## src/rtl/f_register_file.sv

```systemverilog
// rtl/f_register_file.sv - architectural register file with backup-stack snapshot/restore sequencing
// Two combinational read ports, one write port, and a call/ret FSM driving the backup stack handshake.
module f_register_file #(
  parameter int NUM_REGS = 16,
  parameter int WIDTH    = 16,
  parameter int ADDR_W   = 4,
  parameter int TIMEOUT  = 8
) (
  input  logic                      clk,
  input  logic                      rst_n,
  input  logic                      we,
  input  logic [ADDR_W-1:0]         wAddr,
  input  logic [WIDTH-1:0]          wData,
  input  logic [ADDR_W-1:0]         rAddr1,
  input  logic [ADDR_W-1:0]         rAddr2,
  output logic [WIDTH-1:0]          rData1,
  output logic [WIDTH-1:0]          rData2,
  input  logic                      call,
  input  logic                      ret,
  output logic                      backup,
  output logic                      restore,
  output logic [NUM_REGS*WIDTH-1:0] snapshot,
  input  logic [NUM_REGS*WIDTH-1:0] restoreData,
  input  logic                      restoreValid,
  output logic                      busy,
  output logic                      restoreErr
);

  localparam int CNT_W = $clog2(TIMEOUT + 1);

  typedef enum logic [1:0] {
    IDLE      = 2'd0,
    SAVE      = 2'd1,
    LOAD_WAIT = 2'd2
  } state_t;

  state_t             state_q, state_d;
  logic [CNT_W-1:0]   cnt_q, cnt_d;
  logic               err_q, err_d;
  logic               backup_q, backup_d;
  logic               restore_q, restore_d;
  logic               busy_q, busy_d;
  logic               do_load;
  logic               wr_en;
  logic [WIDTH-1:0]   regs_q [NUM_REGS];
  logic [WIDTH-1:0]   regs_d [NUM_REGS];

  // State register
  always_ff @(posedge clk) begin
    if (!rst_n) begin
      state_q <= IDLE;
      cnt_q   <= '0;
      err_q   <= 1'b0;
    end else begin
      state_q <= state_d;
      cnt_q   <= cnt_d;
      err_q   <= err_d;
    end
  end

  // Next-state logic; call wins over ret, requests while busy are dropped
  always_comb begin
    state_d = state_q;
    cnt_d   = cnt_q;
    err_d   = err_q;
    do_load = 1'b0;
    case (state_q)
      IDLE: begin
        if (call) begin
          state_d = SAVE;
        end else if (ret) begin
          state_d = LOAD_WAIT;
          cnt_d   = '0;
        end
      end
      SAVE: begin
        state_d = IDLE;
      end
      LOAD_WAIT: begin
        if (restoreValid) begin
          do_load = 1'b1;
          state_d = IDLE;
        end else if (cnt_q == CNT_W'(TIMEOUT - 1)) begin
          err_d   = 1'b1;
          state_d = IDLE;
        end else begin
          cnt_d = cnt_q + 1'b1;
        end
      end
      default: begin
        state_d = IDLE;
      end
    endcase
  end

  // Output decode from the next state so the strobes come straight off flops
  always_comb begin
    backup_d  = (state_d == SAVE);
    restore_d = (state_d == LOAD_WAIT);
    busy_d    = (state_d != IDLE);
  end

  always_ff @(posedge clk) begin
    if (!rst_n) begin
      backup_q  <= 1'b0;
      restore_q <= 1'b0;
      busy_q    <= 1'b0;
    end else begin
      backup_q  <= backup_d;
      restore_q <= restore_d;
      busy_q    <= busy_d;
    end
  end

  assign backup     = backup_q;
  assign restore    = restore_q;
  assign busy       = busy_q;
  assign restoreErr = err_q;

  assign wr_en = we && (state_q == IDLE) && (wAddr != '0);

  // Writes only happen in IDLE and reloads only in LOAD_WAIT, so they never collide
  always_comb begin
    regs_d = regs_q;
    for (int i = 1; i < NUM_REGS; i++) begin
      if (do_load) begin
        regs_d[i] = restoreData[i*WIDTH +: WIDTH];
      end
      if (wr_en && (wAddr == ADDR_W'(i))) begin
        regs_d[i] = wData;
      end
    end
    regs_d[0] = '0;
  end

  always_ff @(posedge clk) begin
    if (!rst_n) begin
      for (int i = 0; i < NUM_REGS; i++) begin
        regs_q[i] <= '0;
      end
    end else begin
      regs_q <= regs_d;
    end
  end

  // Address 0 and anything past the last register fall through to zero
  always_comb begin
    rData1 = '0;
    rData2 = '0;
    for (int i = 1; i < NUM_REGS; i++) begin
      if (rAddr1 == ADDR_W'(i)) begin
        rData1 = regs_q[i];
      end
      if (rAddr2 == ADDR_W'(i)) begin
        rData2 = regs_q[i];
      end
    end
  end

  always_comb begin
    snapshot = '0;
    for (int i = 0; i < NUM_REGS; i++) begin
      snapshot[i*WIDTH +: WIDTH] = regs_q[i];
    end
  end

endmodule

```

## config.mk

```make
export PLATFORM = sky130hd
export DESIGN_NAME = f_register_file
export DESIGN_NICKNAME = d
export VERILOG_FILES = /design/src/rtl/f_register_file.sv
export SDC_FILE = /design/constraint.sdc
export NUM_CORES = 1
export LEC_CHECK = 0
export BUFFER_PORTS_ARGS = -buffer_cell sky130_fd_sc_hd__buf_2
export CAP_MARGIN = 0
export CORE_AREA = 2 2 225 227
export DETAILED_ROUTE_END_ITERATION = 8
export DIE_AREA = 0 0 227 229
export PLACE_DENSITY_LB_ADDON = 0.08
export SYNTH_ARGS = -nofsm -noshare
export SYNTH_HDL_FRONTEND = slang
export SYNTH_SLANG_ARGS = --single-unit
```

## constraint.sdc

```tcl
create_clock -name clk -period 2 [get_ports clk]
set_input_delay 0.1 -clock clk [delete_from_list [all_inputs] [get_ports clk]]
set_output_delay 0.1 -clock clk [all_outputs]
set_load 0.03 [all_outputs]
```

==> flow_metrics.tcl, run 1 <==
set metrics [dict create \
    placed_cells 3123 \
    worst-path-buf-inv 2 \
    setup_violations 27 \
    yosysWarnings 0 \
    synthArstFlopShare_pct 0 \
    grt_use_total_pct 37.5 \
    final_nets 3033 \
    status "finished with violations" \
    cp.arrival_ps 2190 \
    violations "setup timing" \
    p_leak_nw 16.1 \
    slowest_delay_ps 380 \
    post-route-period-util_pct 115 \
    dp_slack_ps -232 \
    drive_gt1_share_pct 44.0 \
    fmax_ghz 0.436 \
    final_cell_mix "buf_2 (515), nand2_1 (308), mux2i_1 (278)" \
    grt_max_degree 83 \
    maxSlewViolCount 0 \
    fin_crit_ps 2290 \
    layout_commonest_cell "buf_2" \
    tns_ps -3840 \
    core_um2 49700 \
    viasPerCell 5.68 \
    start_util_pct 33.2 \
    synth_edf_count 0 \
    ys.flop_type "dfxtp_1" \
    r2r-end "snapshot[88]" \
    drt_wl_total_mm 101 \
    synth.distinct_cells 72 \
    r2r_setup_slack_ps 70 \
    crit_path_frequent_cell "buf_4" \
    hold_path_depth 2 \
    finish.utilization_pct 53.9 \
    die_h_um 229 \
    dieArea_um2 52000 \
    cts_tree "built" \
    crit_path_end_kind "output pin" \
    min_from "rst_n" \
    clock_latency_ps 610 \
    gp_congestion 0.971 \
    clock_path_buffers 3 \
    finalWorstSetupSlack_ps -292 \
    drt-pass1-iter-count 5 \
    area_growth_syn_to_layout_pct 62.2 \
    syn_area_per_cell_um2 9.05 \
    hold_viol_final 0 \
    fin_cells 3440 \
    io_buffers 549 \
    worstPathRequired_ps 1900 \
    path_clk_slew_ps 60 \
    min_to "snapshot[168]" \
    power.total_mw 15.2 \
    final_antenna_net_count 0 \
    dp_hpwl_mm 75.6 \
    worstRegToRegCells 7 \
    antenna_found_initial 2 \
    first_global_vias 19700 \
    cts.sinks 250 \
    worstPathCellList "nor2_2, a2bb2oi_2, o311ai_2, buf_4, a21oi_4, o211ai_1, buf_4" \
    ys_seq_elements 250 \
    synth_cells 1822 \
    grt_first_pass_wirelength_mm 140 \
    path_class "flop to output pin" \
    fin_worst_skew_ps 36.9 \
    wl_per_cell_um 29.4 \
    critPathSlowestCell "dfxtp_4" \
    start_kind "flop" \
    r2r_start "state_q[0]" \
    vdd_drop_max_v 0.000613 \
    path_delay_family "compound AO/OA/AOI/OAI gates" \
    route.detailed.drc 0 \
    vias 19500 \
    tightestPinTransition_ps 837 \
    cp_max_fo 2 \
    netlist_area_um2 16500 \
    hold_class "primary input to flop" \
    ioPinCount 582 \
    overflow 0 \
    drtIter0Drc 1238 \
    drv_cap 0 \
    clock_tree.root_cell "clkbuf_16" \
    slew_headroom_pct 44.2 \
    chipWidth_um 227 \
    cts_buffers 31 \
    power_density_nw_per_um2 568 \
    row_count 82 \
    rsz0062_at_grt "yes" \
    htreeDepth 1 \
    ys_seq_area_share_pct 30.3 \
    fillers 4656 \
]
-- timing repair --
action / in CTS / in global routing
setup endpoints to repair: 32 / 32
setup buffers: 26 / 8
hold buffers: 243 / 0
gates resized for setup: 396 / 82
pin swaps: 86 / 57
endpoints found under the hold margin: 247 / 0
-- per-stage QoR --
| step | hold WS, ps | instance area (µm²) |
|---|---|---|
| 2_1_floorplan | 246 | 16500 |
| 3_3_place_gp | 367 | 21700 |
| 3_5_place_dp | 364 | 21700 |
| 4_1_cts | 65.4 | 26400 |
| 5_1_grt | 82.9 | 26700 |
| 6_report | 90.5 | 26700 |
-- layout make-up --
cell class	instances	area [µm²]	share of cell area (%)
clock buffers	50	927	3.47
multi-input cells	1370	11500	42.9
inverters	12	47.5	0.178
repair buffers	1077	8130	30.4
clock inverters	6	43.8	0.164
flip-flops and latches	250	5260	19.7
diodes	3	7.51	0.0281
well taps	672	841	3.14
-- Yosys cell counts (5+ instances only) --
cell type,n,share of area (%)
a22o_1,11,0.58
a221oi_1,22,1.2
nand3b_1,7,0.32
a22oi_1,26,1.2
and3b_1,5,0.27
a32oi_1,6,0.32
inv_1,11,0.25
dfxtp_1,250,30
clkbuf_1,94,2.1
a2bb2oi_1,6,0.32
mux4_2,23,3.1
o21ai_0,78,2.4
nand2b_1,11,0.42
a21oi_1,58,1.8
buf_1,18,0.41
o21ai_1,11,0.33
buf_6,6,0.41
buf_2,38,1.2
mux2i_1,285,17
o2bb2ai_1,10,0.53
a21boi_0,5,0.23
o22a_1,11,0.58
nand2_1,312,7.1
buf_4,49,2.2
o211a_1,241,15
nor2_1,24,0.55
a31oi_1,12,0.46
mux2_2,42,2.9
and2_1,6,0.23
o22ai_1,16,0.61
nand3_1,15,0.46
nor2b_1,26,0.99
o211ai_1,10,0.46
-- where the power goes --
part           leakage (nW)  switching (mW)  internal [mW]
combinational          13.6            2.37           1.83
sequential             2.10           0.332           5.15
clock                 0.479            2.36           3.15
-- how the worst max path moves through the flow --
stage            startpoint    endpoint  slack (ps)  depth (start not counted)
2_1_floorplan     rAddr2[0]  rData2[12]         170                          7
3_3_place_gp      rAddr2[0]   rData2[1]        -260                         11
3_5_place_dp      rAddr2[1]   rData2[1]        -230                         10
4_1_cts        snapshot[27]  rData2[11]        -300                          7
5_1_grt        snapshot[27]  rData2[11]        -330                          7
6_report       snapshot[27]  rData2[11]        -290                          7
-- state kept, by name, indices dropped and copies added (netlist names) --
signal      cells
busy            1
backup          1
restoreErr      1
state_q         2
cnt_q           4
restore         1
snapshot      240
-- cell families (layout without fill, tap and decap cells) --
family | count (synthesis) | after routing | synth area share (%)
AO/OA/AOI/OAI | 560 | 560 | 27.4
XOR/XNOR | 3 | 3 | 0.159
adder cells (fa/ha/maj) | 1 | 1 | 0.0759
buffers and inverters | 217 | 1145 | 6.63
flip-flops | 250 | 250 | 30.3
multiplexers | 351 | 351 | 23.4
other | 1 | 19 | 0.0227
AND/OR/NAND/NOR | 439 | 439 | 12.0
-- routing by layer --
| layer | vias up | GRT usage, % | part of all wire [%] |
|---|---|---|---|
| li1 | 8674 | - | - |
| met1 | 9822 | 45.1 | 40 |
| met2 | 830 | 66.4 | 50 |
| met3 | 213 | 4.75 | 5.3 |
| met4 | 0 | 16.4 | 4.9 |
| met5 | - | 0 | 0 |
Note: power is estimated with default switching activity, not from simulation.
==> inputs of run 2 (changes only) <==
- CELL_PAD_IN_SITES_DETAIL_PLACEMENT: unset -> 1
- CELL_PAD_IN_SITES_GLOBAL_PLACEMENT: unset -> 2
- CORE_AREA: 2 2 225 227 -> unset
- CORE_MARGIN: unset -> 2
- CORE_UTILIZATION: unset -> 29
- DIE_AREA: 0 0 227 229 -> unset
==> run 2 against run 1 <==
  * The flow still finishes with violations (setup timing)
  * Non-clock buffer count increased by 25
  * Via count is 2.0% higher
  * Worst setup slack worse by 6.6 ps
  * Global-route usage shrank 1.5 points
  * Critical path depth shrank 1
  * Final area up 0.31%
  * Register-to-register slack about the same
  * Maximum frequency shrank 0.29%
  * Total power grew 1.2%
  * Critical path type unchanged
  * Largest power group unchanged
==> flow_metrics.tcl, run 2 (synthesis results as in run 1) <==
set metrics [dict create \
    vdd_drop_max_v 0.000546 \
    overflow 0 \
    hold_ws_ps 85.1 \
    grt_max_degree 63 \
    drt_wl_total_mm 110 \
    power_density_nw_per_um2 574 \
    drt-pass1-iter-count 6 \
    clock_tree.root_cell "clkbuf_16" \
    cts_buffers 30 \
    layout_commonest_cell "buf_2" \
    worstRegToRegCells 7 \
    crit_path_end_kind "output pin" \
    row_count 87 \
    start_kind "flop" \
    dieArea_um2 58800 \
    path_class "flop to output pin" \
    p_leak_nw 16.2 \
    clock_path_buffers 3 \
    tns_ps -3460 \
    chipWidth_um 242 \
    drtIter0Drc 1541 \
    status "finished with violations" \
    finish.utilization_pct 47.7 \
    hold_viol_final 0 \
    cp-startpoint "snapshot[30]" \
    fin_worst_skew_ps 19.1 \
    clock_latency_ps 590 \
    fin_cells 3547 \
    drv_cap 0 \
    route.detailed.drc 0 \
    die_h_um 242 \
    violations "setup timing" \
    path_clk_slew_ps 60 \
    seq_area_um2 5260 \
    placed_cells 3230 \
    final_antenna_net_count 0 \
    htreeDepth 1 \
    tightestPinTransition_ps 852 \
    fin_crit_ps 2300 \
    worstPathRequired_ps 1900 \
    post-route-period-util_pct 115 \
    fillers 6515 \
    final_cell_mix "buf_2 (515), nand2_1 (308), mux2i_1 (278)" \
    grt_first_pass_wirelength_mm 154 \
    dp_hpwl_mm 83.6 \
    r2r_setup_slack_ps 60 \
    maxSlewViolCount 0 \
    io_buffers 549 \
    rsz0062_at_grt "yes" \
    viasPerCell 5.62 \
    start_util_pct 29.3 \
    finalWorstSetupSlack_ps -298 \
    vias 19900 \
    cp.arrival_ps 2200 \
    largest_reg_flops 240 \
    power.total_mw 15.4 \
    r2r-end "snapshot[24]" \
    area_growth_syn_to_layout_pct 62.7 \
    grt_use_total_pct 36.0 \
    slew_headroom_pct 43.2 \
    antenna_found_initial 8 \
    multiInputGateArea_um2 11500 \
    cp_max_fo 2 \
    wl_per_cell_um 31.0 \
    endpoint "rData1[14]" \
    setup_violations 29 \
    ioPinCount 582 \
    core_um2 56300 \
    final_nets 3057 \
    first_global_vias 20200 \
    cts.sinks 250 \
    drive_gt1_share_pct 45.1 \
    cts_tree "built" \
    r2r_start "state_q[1]" \
    fmax_ghz 0.435 \
    gp_congestion 0.988 \
    hold_class "primary input to flop" \
]
-- run 2: cell count changes in the layout (fill, tap and decap cells not counted), moves of 10 or more --
cell     delta
buf_4      +40
dfxtp_2    +28
buf_12     -17
dfxtp_4    -10
dfxtp_1    -18
-- run 2: worst min-delay path by stage --
stage                          from      endpoint  cells after the start
global placement               call        backup                      2
finish              restoreData[24]  snapshot[24]                      4
CTS                 restoreData[24]  snapshot[24]                      4
global route        restoreData[24]  snapshot[24]                      4
detailed placement             call        backup                      2
floorplan                      call        backup                      1
-- run 2: cell type report --
cell class / instances / area share (%)
Timing Repair Buffer: 1102 / 30.2
Sequential cell: 250 / 19.6
Antenna cell: 3 / 0.0280
Clock buffer: 46 / 3.32
Clock inverter: 8 / 0.336
Tap cell: 756 / 3.53
Inverter: 12 / 0.177
Multi-Input combinational cell: 1370 / 42.8
-- run 2: stage by stage --
step / instance area (µm²) / worst slack, ps
after floorplan: 16500 / 171
after global placement: 21800 / -447
after detailed placement: 21800 / -401
after CTS: 26500 / -311
after global routing: 26800 / -330
final: 26800 / -298
-- run 2: critical path: stages, from the launching register on --
cell and delay, ps:
dfxtp_2 340, buf_6 140, mux4_2 480, a21oi_4 160, nor2_4 80, a211o_1 250, buf_6 150
-- run 2: timing repair --
action                     4_1_cts  5_1_grt
pin swaps                       75       42
gates resized for setup        379      100
setup endpoints to repair       33       32
setup buffers                   30        3
hold buffers                   243        0
hold endpoints to repair       246        0
gates cloned                     0        0
-- run 2: power breakdown --
part	internal (mW)	leakage, nW	total [mW]	switching [mW]
Combinational	1.82	13.6	4.30	2.47
Sequential	5.17	2.10	5.50	0.333
Clock	3.30	0.488	5.59	2.30
Total	10.3	16.2	15.4	5.10
-- run 2: layer usage --
layer | up-vias | routed length (µm) | global-route usage [%]
met5 | - | 31 | 0
met4 | 6 | 2900 | 9.66
met3 | 120 | 7380 | 4.45
met2 | 891 | 48300 | 55.2
met1 | 10200 | 51300 | 52.6
li1 | 8699 | - | -
==> inputs of run 3 (changes only) <==
- BUFFER_PORTS_ARGS: -buffer_cell sky130_fd_sc_hd__buf_2 -> -buffer_cell sky130_fd_sc_hd__buf_4
- CORE_MARGIN: 2 -> unset
- PLACE_DENSITY_LB_ADDON: 0.08 -> 0.1
==> run 3 against run 2 <==
  * The run still ends with setup timing left
  * Final area rose by 3.3%
  * Worst hold slack lost 42 ps
  * Total power increased by 4.9%
  * Global-route usage increased by 0.24 points
  * Register-to-register slack about the same
  * Wire length decreased by 1.5%
  * Die area down 1.6%
  * Core utilization increased by 1.6 points
  * Non-clock buffer count decreased by 47
  * Worst setup slack got worse by 26 ps
  * Critical path type unchanged
  * Highest routed layer unchanged
==> flow_metrics.tcl, run 3 (synthesis results as in run 1) <==
set metrics [dict create \
    status "finished with violations" \
    violations "setup timing" \
    cts_buffers 31 \
    grt_use_total_pct 36.2 \
    core_um2 56300 \
    comb_power_share_pct 27.4 \
    route.detailed.drc 0 \
    cp_max_fo 2 \
    start_kind "flop" \
    area_growth_syn_to_layout_pct 68.1 \
    placed_cells 3171 \
    layout_commonest_cell "buf_4" \
    final_antenna_net_count 0 \
    worstPathCellList "mux4_2, nor2_2, a31oi_2, a21oi_2, o32ai_4, buf_6" \
    grt_max_degree 70 \
    setup_violations 28 \
    start_util_pct 29.3 \
    fmax_ghz 0.430 \
    multiInputGateArea_um2 11300 \
    fin_worst_skew_ps 30.1 \
    drt-pass1-iter-count 6 \
    internal_power_mw 10.9 \
    cts_tree "built" \
    chipWidth_um 240 \
    p_leak_nw 16.2 \
    clock_tree.root_cell "clkbuf_16" \
    fin_crit_ps 2320 \
    seq_area_um2 5270 \
    maxSlewViolCount 0 \
    dp_hpwl_mm 81.0 \
    antenna_found_initial 6 \
    cts.sinks 250 \
    drv_cap 0 \
    overflow 0 \
    seqPwrFrac_pct 34.1 \
    slew_headroom_pct 50.1 \
    fin_cells 3500 \
    htreeDepth 1 \
    wl_per_cell_um 30.9 \
    grt_first_pass_wirelength_mm 150 \
    hold_class "primary input to flop" \
    cp.arrival_ps 2220 \
    final_cell_mix "buf_4 (745), nand2_1 (308), mux2i_1 (278)" \
    fillers 6329 \
    tightestPinTransition_ps 745 \
    ioPinCount 582 \
    hold_ws_ps 43.3 \
    vias 19500 \
    post-route-period-util_pct 116 \
    hold_viol_final 0 \
    drive_gt1_share_pct 43.5 \
    p_sw_share_pct 32.4 \
    drtIter0Drc 1372 \
    die_h_um 240 \
    finalWorstSetupSlack_ps -325 \
    critPathSlowestCell "mux4_2" \
    clock_power_share_pct 38.4 \
    worstPathRequired_ps 1900 \
    p_sw_mw 5.23 \
    dieArea_um2 57800 \
    diodes 0 \
    path_clk_slew_ps 70 \
    power_density_nw_per_um2 582 \
    path_class "flop to output pin" \
    rsz0062_at_grt "yes" \
    first_global_vias 19900 \
    slowest_delay_ps 510 \
    crit_path_end_kind "output pin" \
    final_nets 3011 \
    gp_congestion 0.955 \
    clock_latency_ps 610 \
    clock_path_buffers 3 \
    viasPerCell 5.58 \
    vdd_drop_max_v 0.000701 \
    row_count 87 \
    drt_wl_total_mm 108 \
    dp_slack_ps -252 \
    io_buffers 549 \
    largest_reg_flops 240 \
]
run 3: cell types whose count changed in the layout (fill, tap and decap cells not counted), sizes merged:
cell / delta
inv: +1
clkbuf: +2
clkinv: -3
diode: -3
dlygate4sd3: +3
buf: -50
bufinv: +2
clkinvlp: +1
run 3: layout make-up:
cell class / instances / share of cell area [%]
flip-flops and latches: 250 / 19.0
well taps: 756 / 3.41
clock inverters: 9 / 0.546
multi-input cells: 1370 / 40.7
inverters: 12 / 0.172
repair buffers: 1055 / 32.8
clock buffers: 48 / 3.43
run 3: per-stage QoR:
stage / total power [mW] / util [%] / TNS [ps] / cell area [µm²]
CTS: 16.0 / 48.3 / -5010 / 27200
global placement: 9.28 / 40.4 / -579 / 22700
detailed placement: 9.31 / 40.4 / -616 / 22700
global route: 16.6 / 49.2 / -4570 / 27700
finish: 16.1 / 49.2 / -3850 / 27700
floorplan: 7.31 / - / 0 / 16500
run 3: path summary, 6_finish.rpt:
check                start            to  slack [ps]  depth (start not counted)
min               wData[2]  snapshot[34]          40                          2
min reg2reg     restoreErr    restoreErr         500                          1
max reg2reg     state_q[1]  snapshot[93]          60                          7
max          snapshot[189]    rData2[13]        -320                          6
run 3: repair_timing:
action | CTS | global route
hold endpoints to repair | 248 | 0
hold buffers | 246 | 0
pin swaps | 53 | 57
endpoints found under the setup margin | 32 | 37
buffers inserted | 27 | 8
gates resized for setup | 245 | 158
run 3: per-layer routing:
layer	global-route usage [%]	routed length, µm	share of wire (%)	vias up
li1	-	-	-	8596
met1	52.9	50800	47	9978
met2	55.9	47700	44	851
met3	4.48	7020	6.5	117
met4	8.40	2670	2.5	4
met5	0	38	0.035	-
run 3: critical path: cells and delay by family (launching register included):
family / cells / cell delay [ps]
buf+inv: 1 / 180
compound gates: 3 / 480
simple gates: 1 / 130
mux: 1 / 510
flops: 1 / 340
run 3: power groups by stage:
stage	clock, mW	combinational [mW]	sequential, mW
4_1_cts	6.25	4.26	5.49
3_5_place_dp	0	3.69	5.62
2_1_floorplan	0	1.50	5.80
5_1_grt	6.43	4.61	5.51
6_report	6.21	4.43	5.51
3_3_place_gp	0	3.66	5.62
